--- src/rtl/noc_output_arbiter_pkg.sv ---
// noc_output_arbiter_pkg
// Shared constants and types for the wormhole output arbiter.
//   PORTS_CNT     : number of input ports competing for one output
//   LOG_PORTS_CNT : width of a port index
//   FLIT_SIZE     : flit width in bits; the two MSBs carry the flit type
//   FLIT_TYPE_HI / FLIT_TYPE_LO : type-field bit offsets counted from the flit MSB
package noc_output_arbiter_pkg;

    localparam int PORTS_CNT     = 5;
    localparam int LOG_PORTS_CNT = 3;
    localparam int FLIT_SIZE     = 34;

    // Type field sits in the two MSBs: flit[FLIT_SIZE-1-FLIT_TYPE_HI -: 2]
    localparam int FLIT_TYPE_HI  = 0;
    localparam int FLIT_TYPE_LO  = 1;
    localparam int FLIT_TYPE_W   = 2;

    typedef enum logic [1:0] {
        FLIT_BODY   = 2'b00,
        FLIT_HEAD   = 2'b01,
        FLIT_TAIL   = 2'b10,
        FLIT_SINGLE = 2'b11
    } flit_type_e;

    typedef enum logic {
        ST_IDLE   = 1'b0,
        ST_LOCKED = 1'b1
    } arb_state_e;

    // True for flit types that may open a new packet (head or single)
    function automatic logic opens_packet(input flit_type_e t);
        logic r;
        case (t)
            FLIT_HEAD, FLIT_SINGLE: r = 1'b1;
            default:                r = 1'b0;
        endcase
        return r;
    endfunction

endpackage

--- src/rtl/noc_output_arbiter_rr_pick.sv ---
// noc_output_arbiter_rr_pick
// Combinational round-robin picker: scans req_i starting at start_i and
// wrapping modulo N, returning the first requester.
//   req_i    : request vector
//   start_i  : index with the highest priority this cycle
//   onehot_o : one-hot winner (all zero when nobody requests)
//   idx_o    : binary winner index (zero when nobody requests)
//   any_o    : at least one request present
module noc_output_arbiter_rr_pick #(
    parameter int N = 5,
    parameter int W = 3
) (
    input  logic [N-1:0] req_i,
    input  logic [W-1:0] start_i,
    output logic [N-1:0] onehot_o,
    output logic [W-1:0] idx_o,
    output logic         any_o
);

    // Rotating priority scan; first hit from start_i wins
    always_comb begin : pick_scan
        int         pos;
        logic [W-1:0] pos_idx;
        onehot_o = '0;
        idx_o    = '0;
        any_o    = 1'b0;
        pos      = 0;
        pos_idx  = '0;
        for (int k = 0; k < N; k++) begin
            pos = int'(start_i) + k;
            if (pos >= N) begin
                pos = pos - N;
            end else begin
                pos = pos;
            end
            pos_idx = W'(pos);
            if (!any_o && req_i[pos_idx]) begin
                any_o             = 1'b1;
                onehot_o[pos_idx] = 1'b1;
                idx_o             = pos_idx;
            end else begin
                any_o = any_o;
            end
        end
    end

endmodule

--- src/rtl/noc_output_arbiter.sv ---
// noc_output_arbiter
// Wormhole arbiter for one router output port. Packets from PORTS inputs are
// served round-robin; once a head flit wins, the output stays locked to that
// input until its tail flit passes. Flits leave through a registered
// valid/ready stage.
//   clk, rst_n : clock (rising edge), asynchronous active-low reset
//   req        : per-input "flit routed to this output" flags
//   flits_in   : input i flit at [i*FLIT_SIZE +: FLIT_SIZE]
//   grant      : one-hot, combinational; input flit consumed this cycle
//   out_valid  : out_flit holds a valid flit
//   out_flit   : registered output flit
//   out_ready  : downstream accepts out_flit this cycle
//   owner      : current lock owner (meaningful while locked=1)
//   locked     : output is mid-packet
//   proto_err  : sticky; set when the owner sends a head/single mid-packet
//   pkt_cnt    : wrapping count of forwarded packet ends (tail or single)
module noc_output_arbiter
    import noc_output_arbiter_pkg::*;
#(
    parameter int PORTS     = PORTS_CNT,
    parameter int FLIT_SIZE = noc_output_arbiter_pkg::FLIT_SIZE,
    parameter int LOG_PORTS = LOG_PORTS_CNT
) (
    input  logic                       clk,
    input  logic                       rst_n,
    input  logic [PORTS-1:0]           req,
    input  logic [PORTS*FLIT_SIZE-1:0] flits_in,
    output logic [PORTS-1:0]           grant,
    output logic                       out_valid,
    output logic [FLIT_SIZE-1:0]       out_flit,
    input  logic                       out_ready,
    output logic [LOG_PORTS-1:0]       owner,
    output logic                       locked,
    output logic                       proto_err,
    output logic [15:0]                pkt_cnt
);

    arb_state_e           state_q, state_d;
    logic [LOG_PORTS-1:0] rr_ptr_q, rr_ptr_d;
    logic [LOG_PORTS-1:0] owner_q, owner_d;
    logic                 out_valid_q, out_valid_d;
    logic [FLIT_SIZE-1:0] out_flit_q, out_flit_d;
    logic                 proto_err_q, proto_err_d;
    logic [15:0]          pkt_cnt_q, pkt_cnt_d;

    logic [FLIT_SIZE-1:0] flit_arr_s [PORTS];
    logic [PORTS-1:0]     eligible_s;
    logic [PORTS-1:0]     pick_onehot_s;
    logic [LOG_PORTS-1:0] pick_idx_s;
    logic                 pick_any_s;
    logic                 can_load_s;
    logic [PORTS-1:0]     grant_s;

    function automatic logic [LOG_PORTS-1:0] next_port(input logic [LOG_PORTS-1:0] idx);
        logic [LOG_PORTS-1:0] r;
        if (idx == LOG_PORTS'(PORTS - 1)) begin
            r = '0;
        end else begin
            r = idx + LOG_PORTS'(1);
        end
        return r;
    endfunction

    function automatic flit_type_e type_of(input logic [FLIT_SIZE-1:0] f);
        return flit_type_e'(f[FLIT_SIZE-1 -: FLIT_TYPE_W]);
    endfunction

    // Unpack the flat flit bus; only head/single flits may compete in IDLE
    for (genvar i = 0; i < PORTS; i++) begin : g_unpack
        assign flit_arr_s[i] = flits_in[i*FLIT_SIZE +: FLIT_SIZE];
        assign eligible_s[i] = req[i] & opens_packet(type_of(flit_arr_s[i]));
    end

    noc_output_arbiter_rr_pick #(
        .N (PORTS),
        .W (LOG_PORTS)
    ) u_rr_pick (
        .req_i    (eligible_s),
        .start_i  (rr_ptr_q),
        .onehot_o (pick_onehot_s),
        .idx_o    (pick_idx_s),
        .any_o    (pick_any_s)
    );

    assign can_load_s = !out_valid_q || out_ready;

    // Next-state logic: arbitration, lock tracking, output stage and counters
    always_comb begin
        state_d     = state_q;
        rr_ptr_d    = rr_ptr_q;
        owner_d     = owner_q;
        proto_err_d = proto_err_q;
        pkt_cnt_d   = pkt_cnt_q;
        grant_s     = '0;
        // Without a new grant the stage drains on out_ready and otherwise holds
        out_valid_d = out_valid_q && !out_ready;
        out_flit_d  = out_flit_q;
        case (state_q)
            ST_IDLE: begin
                if (can_load_s && pick_any_s) begin
                    grant_s     = pick_onehot_s;
                    out_valid_d = 1'b1;
                    out_flit_d  = flit_arr_s[pick_idx_s];
                    if (type_of(flit_arr_s[pick_idx_s]) == FLIT_SINGLE) begin
                        rr_ptr_d  = next_port(pick_idx_s);
                        pkt_cnt_d = pkt_cnt_q + 16'd1;
                    end else begin
                        state_d = ST_LOCKED;
                        owner_d = pick_idx_s;
                    end
                end else begin
                    grant_s = '0;
                end
            end
            ST_LOCKED: begin
                if (can_load_s && req[owner_q]) begin
                    grant_s[owner_q] = 1'b1;
                    out_valid_d      = 1'b1;
                    out_flit_d       = flit_arr_s[owner_q];
                    case (type_of(flit_arr_s[owner_q]))
                        FLIT_TAIL: begin
                            state_d   = ST_IDLE;
                            rr_ptr_d  = next_port(owner_q);
                            pkt_cnt_d = pkt_cnt_q + 16'd1;
                        end
                        FLIT_HEAD, FLIT_SINGLE: begin
                            // A packet opener inside a packet is demoted to body
                            out_flit_d  = {FLIT_BODY, flit_arr_s[owner_q][FLIT_SIZE-3:0]};
                            proto_err_d = 1'b1;
                        end
                        default: begin
                            out_flit_d = flit_arr_s[owner_q];
                        end
                    endcase
                end else begin
                    grant_s = '0;
                end
            end
            default: begin
                state_d = ST_IDLE;
            end
        endcase
    end

    // State and output registers
    always_ff @(posedge clk or negedge rst_n) begin
        if (!rst_n) begin
            state_q     <= ST_IDLE;
            rr_ptr_q    <= '0;
            owner_q     <= '0;
            out_valid_q <= 1'b0;
            out_flit_q  <= '0;
            proto_err_q <= 1'b0;
            pkt_cnt_q   <= 16'd0;
        end else begin
            state_q     <= state_d;
            rr_ptr_q    <= rr_ptr_d;
            owner_q     <= owner_d;
            out_valid_q <= out_valid_d;
            out_flit_q  <= out_flit_d;
            proto_err_q <= proto_err_d;
            pkt_cnt_q   <= pkt_cnt_d;
        end
    end

    // Grant is combinational, so it is forced low while reset is held
    assign grant     = grant_s & {PORTS{rst_n}};
    assign out_valid = out_valid_q;
    assign out_flit  = out_flit_q;
    assign owner     = owner_q;
    assign locked    = (state_q == ST_LOCKED);
    assign proto_err = proto_err_q;
    assign pkt_cnt   = pkt_cnt_q;

endmodule

--- config.mk ---
export PLATFORM = sky130hd
export DESIGN_NAME = noc_output_arbiter
export DESIGN_NICKNAME = d
export VERILOG_FILES = /design/src/rtl/noc_output_arbiter_pkg.sv /design/src/rtl/noc_output_arbiter_rr_pick.sv /design/src/rtl/noc_output_arbiter.sv
export SDC_FILE = /design/constraint.sdc
export NUM_CORES = 1
export LEC_CHECK = 0
export ABC_AREA = 1
export ABC_CLOCK_PERIOD_IN_PS = 9040
export BUFFER_PORTS_ARGS = -buffer_cell sky130_fd_sc_hd__buf_2
export CAP_MARGIN = 20
export CORE_MARGIN = 4
export CORE_UTILIZATION = 55
export DETAILED_ROUTE_END_ITERATION = 6
export GPL_ROUTABILITY_DRIVEN = 0
export GPL_TIMING_DRIVEN = 0
export PLACE_DENSITY = 0.88
export SLEW_MARGIN = 20
export SYNTH_ARGS = -nofsm -noshare
export SYNTH_HDL_FRONTEND = slang
export SYNTH_SLANG_ARGS = --single-unit
export TNS_END_PERCENT = 1
--- constraint.sdc ---
create_clock -name clk -period 9.04 [get_ports clk]
set_input_delay 0.904 -clock clk [delete_from_list [all_inputs] [get_ports clk]]
set_output_delay 0.904 -clock clk [all_outputs]
set_load 0.02 [all_outputs]
==> impl_metrics.tcl <==
set metrics [dict create \
    clockBufferDepth 2 \
    grt_max_degree 61 \
    die_area_um2 13600 \
    dr_wl_met3_um 4460 \
    synthDistinctLibCells 43 \
    hold_buffers 0 \
    ys_ff_latch 59 \
    drive_above_1_share_pct 23.6 \
    min_period_ns 5.11 \
    reg2reg_depth 24 \
    avgRoutedWirePerCell_um 18.3 \
    outcome "finished with violations" \
    clock-root-buffer "clkbuf_16" \
    synth_largest_area_cell "nand2_1" \
    placed_area_um2 7870 \
    via_per_inst 6.06 \
    grt_pass1_vias 8268 \
    drv_slew 0 \
    cts_sinks 59 \
    ioPinCount 239 \
    hold_viol 0 \
    cts-buffers-inserted 9 \
    synthToLayoutAreaGrowth_pct 26.8 \
    start_util_pct 56.5 \
    num_vias 9109 \
    drt_first_iter_violations 1590 \
    antenna_found_initial 0 \
    critPathArrivalTime_ns 4.21 \
    worst-r2r-setup-slack_ns 4.92 \
    cp-start-kind "flop" \
    synth_area_per_cell_um2 5.88 \
    synthTopCellsByArea "nand2_1 (30%), dfrtp_1 (23%), a21oi_1 (4.3%)" \
    cts.clk_slew.worst_paths_ns 0.05 \
    path_class "reg -> out" \
    cts_setup_buffers 0 \
    top_layer "met4" \
    hold_depth 2 \
    timing.hold.ws_ns 0.474 \
    cts_tree "done" \
    dr.pass1.iters 7 \
    yosys_warnings 0 \
    violations "design-rule violations" \
    r2r_end "out_flit[24]" \
    layout_common_cells "nand2_1 (511), buf_2 (259), inv_1 (73), dfrtp_1 (59), a21oi_1 (56)" \
    ant_nets 0 \
    htree_levels 3 \
    cts_resized 0 \
    drt_wl_total_um 27500 \
    synthesis.nets 1294 \
    cp_max_fo 10 \
    track_usage_pct 39.1 \
    dpl.hpwl_um 20500 \
    rsz0062_at_grt "false" \
    layout_commonest_cell "nand2_1" \
    grt_overflow 0 \
    insertion_delay_ns 0.34 \
    drt-met1-wl_um 9660 \
    setup_tns_ns 0 \
    max_freq_ghz 0.196 \
    r2r_start "rr_ptr_q[0]" \
    setup_slack_ns 3.93 \
    yosysSeqAreaShare_pct 22.8 \
    cp-end-kind "output pin" \
    required_ns 8.14 \
    holdCritPathClass "reg -> reg" \
    port_buffers 238 \
    dp_slack_ns 4.40 \
    final_area_um2 8220 \
    synthesis.area_um2 6480 \
    nNetsFinal 1543 \
    setup_viol 0 \
    rows 39 \
    min_from "out_flit[23]" \
    die_y_um 117 \
    slew_headroom_pct 42.4 \
    synth_top_cell_area_share_pct 29.6 \
    dieWidth_um 117 \
    route.detailed.drc 52 \
    max_cap_violations 0 \
    wl_met2_um 11600 \
    grt_pass1_wl_um 41600 \
    worstMarginPinSlew_ns 0.860 \
    core_area_um2 11500 \
    min_to "out_flit[23]" \
    fin_skew_ns 0.00628 \
    synthCells 1103 \
    min_period_over_period_pct 56.5 \
]
logic make-up after synthesis:
| group | Yosys count | share of synthesized area (%) |
|---|---|---|
| AO/OA/AOI/OAI | 228 | 22.0 |
| XOR/XNOR | 17 | 2.41 |
| adder cells (fa/ha/maj) | 13 | 2.62 |
| buffers and inverters | 141 | 9.32 |
| flip-flops | 59 | 22.8 |
| AND/OR/NAND/NOR | 645 | 40.9 |
worst max-delay path, stage by stage, from the launching register on:
cell,delay [ns]
dfrtp_1,0.41
clkinv_1,0.20
ha_1,0.18
inv_1,0.05
fa_1,0.40
a21oi_1,0.30
nand2_1,0.08
o21ai_1,0.16
inv_1,0.08
nor2_1,0.19
nand3_1,0.10
nand3_1,0.19
nand2_2,0.09
nor2_4,0.14
nand2_2,0.07
inv_2,0.08
nand2_1,0.05
nand2_1,0.15
buf_4,0.22
buf_2,0.28
nand2_1,0.08
a21oi_1,0.13
buf_2,0.21
cell usage after synthesis:
master,instances
nor2_2,2
buf_2,22
nor2_8,1
inv_4,1
fa_1,1
nand4_1,11
a221oi_1,29
buf_4,10
nand3_2,4
a32oi_1,1
inv_1,73
nand2_1,511
a21oi_1,56
buf_1,1
o21ai_0,54
xor2_2,1
clkinv_1,3
inv_2,5
ha_1,12
nor4_1,1
a31oi_1,31
nor2_1,39
a22o_1,21
nor2_4,2
nand2_2,11
o21ai_1,19
dfrtp_1,59
xnor2_1,8
nand2_4,1
buf_6,1
nand3_4,2
a2111oi_0,1
xor2_1,8
o311ai_0,2
or2_1,1
o21ai_2,2
o211ai_1,2
a22oi_1,6
o2111ai_1,3
clkbuf_1,25
nor3_1,8
a21o_1,1
nand3_1,51
state kept, by name (all words and copies together) (netlist names):
register / cells
out_flit: 34
pkt_cnt: 16
owner: 3
rr_ptr_q: 3
locked: 1
out_valid: 1
proto_err: 1
metal layers:
| layer | vias to the layer above | GRT usage (%) |
|---|---|---|
| li1 | 4151 | - |
| met1 | 3952 | 49.7 |
| met2 | 807 | 58.2 |
| met3 | 199 | 12.5 |
| met4 | 0 | 22.7 |
| met5 | - | 0 |
cell type report:
class | count | area, um^2
antenna | 3 | 7.51
buffer | 59 | 294
clock buffer | 11 | 253
clock inverter | 4 | 97.6
fill | 1006 | 3240
inverter | 82 | 310
multi-input combinational | 903 | 4410
sequential | 59 | 1480
tap | 143 | 179
timing repair buffer | 238 | 1190
through the flow:
step | instances | util (%)
3_5_place_dp | 1484 | 68.6
4_1_cts | 1499 | 71.6
3_3_place_gp | 1484 | 68.5
2_1_floorplan | 1103 | -
5_1_grt | 1499 | 71.6
6_report | 1502 | 71.7
worst max-delay path by stage:
stage	slack (ns)	cells after the start	start	endpoint
floorplan	4.93	21	rr_ptr_q[0]	grant[4]
global placement	4.47	22	rr_ptr_q[0]	grant[4]
CTS	4.03	22	rr_ptr_q[0]	grant[4]
global route	3.63	22	rr_ptr_q[0]	grant[4]
finish	3.93	22	rr_ptr_q[0]	grant[4]
detailed placement	4.40	22	rr_ptr_q[0]	grant[4]
Power is not shown: default switching activity piles up to over one toggle a cycle in this logic, so the estimate is an artifact.
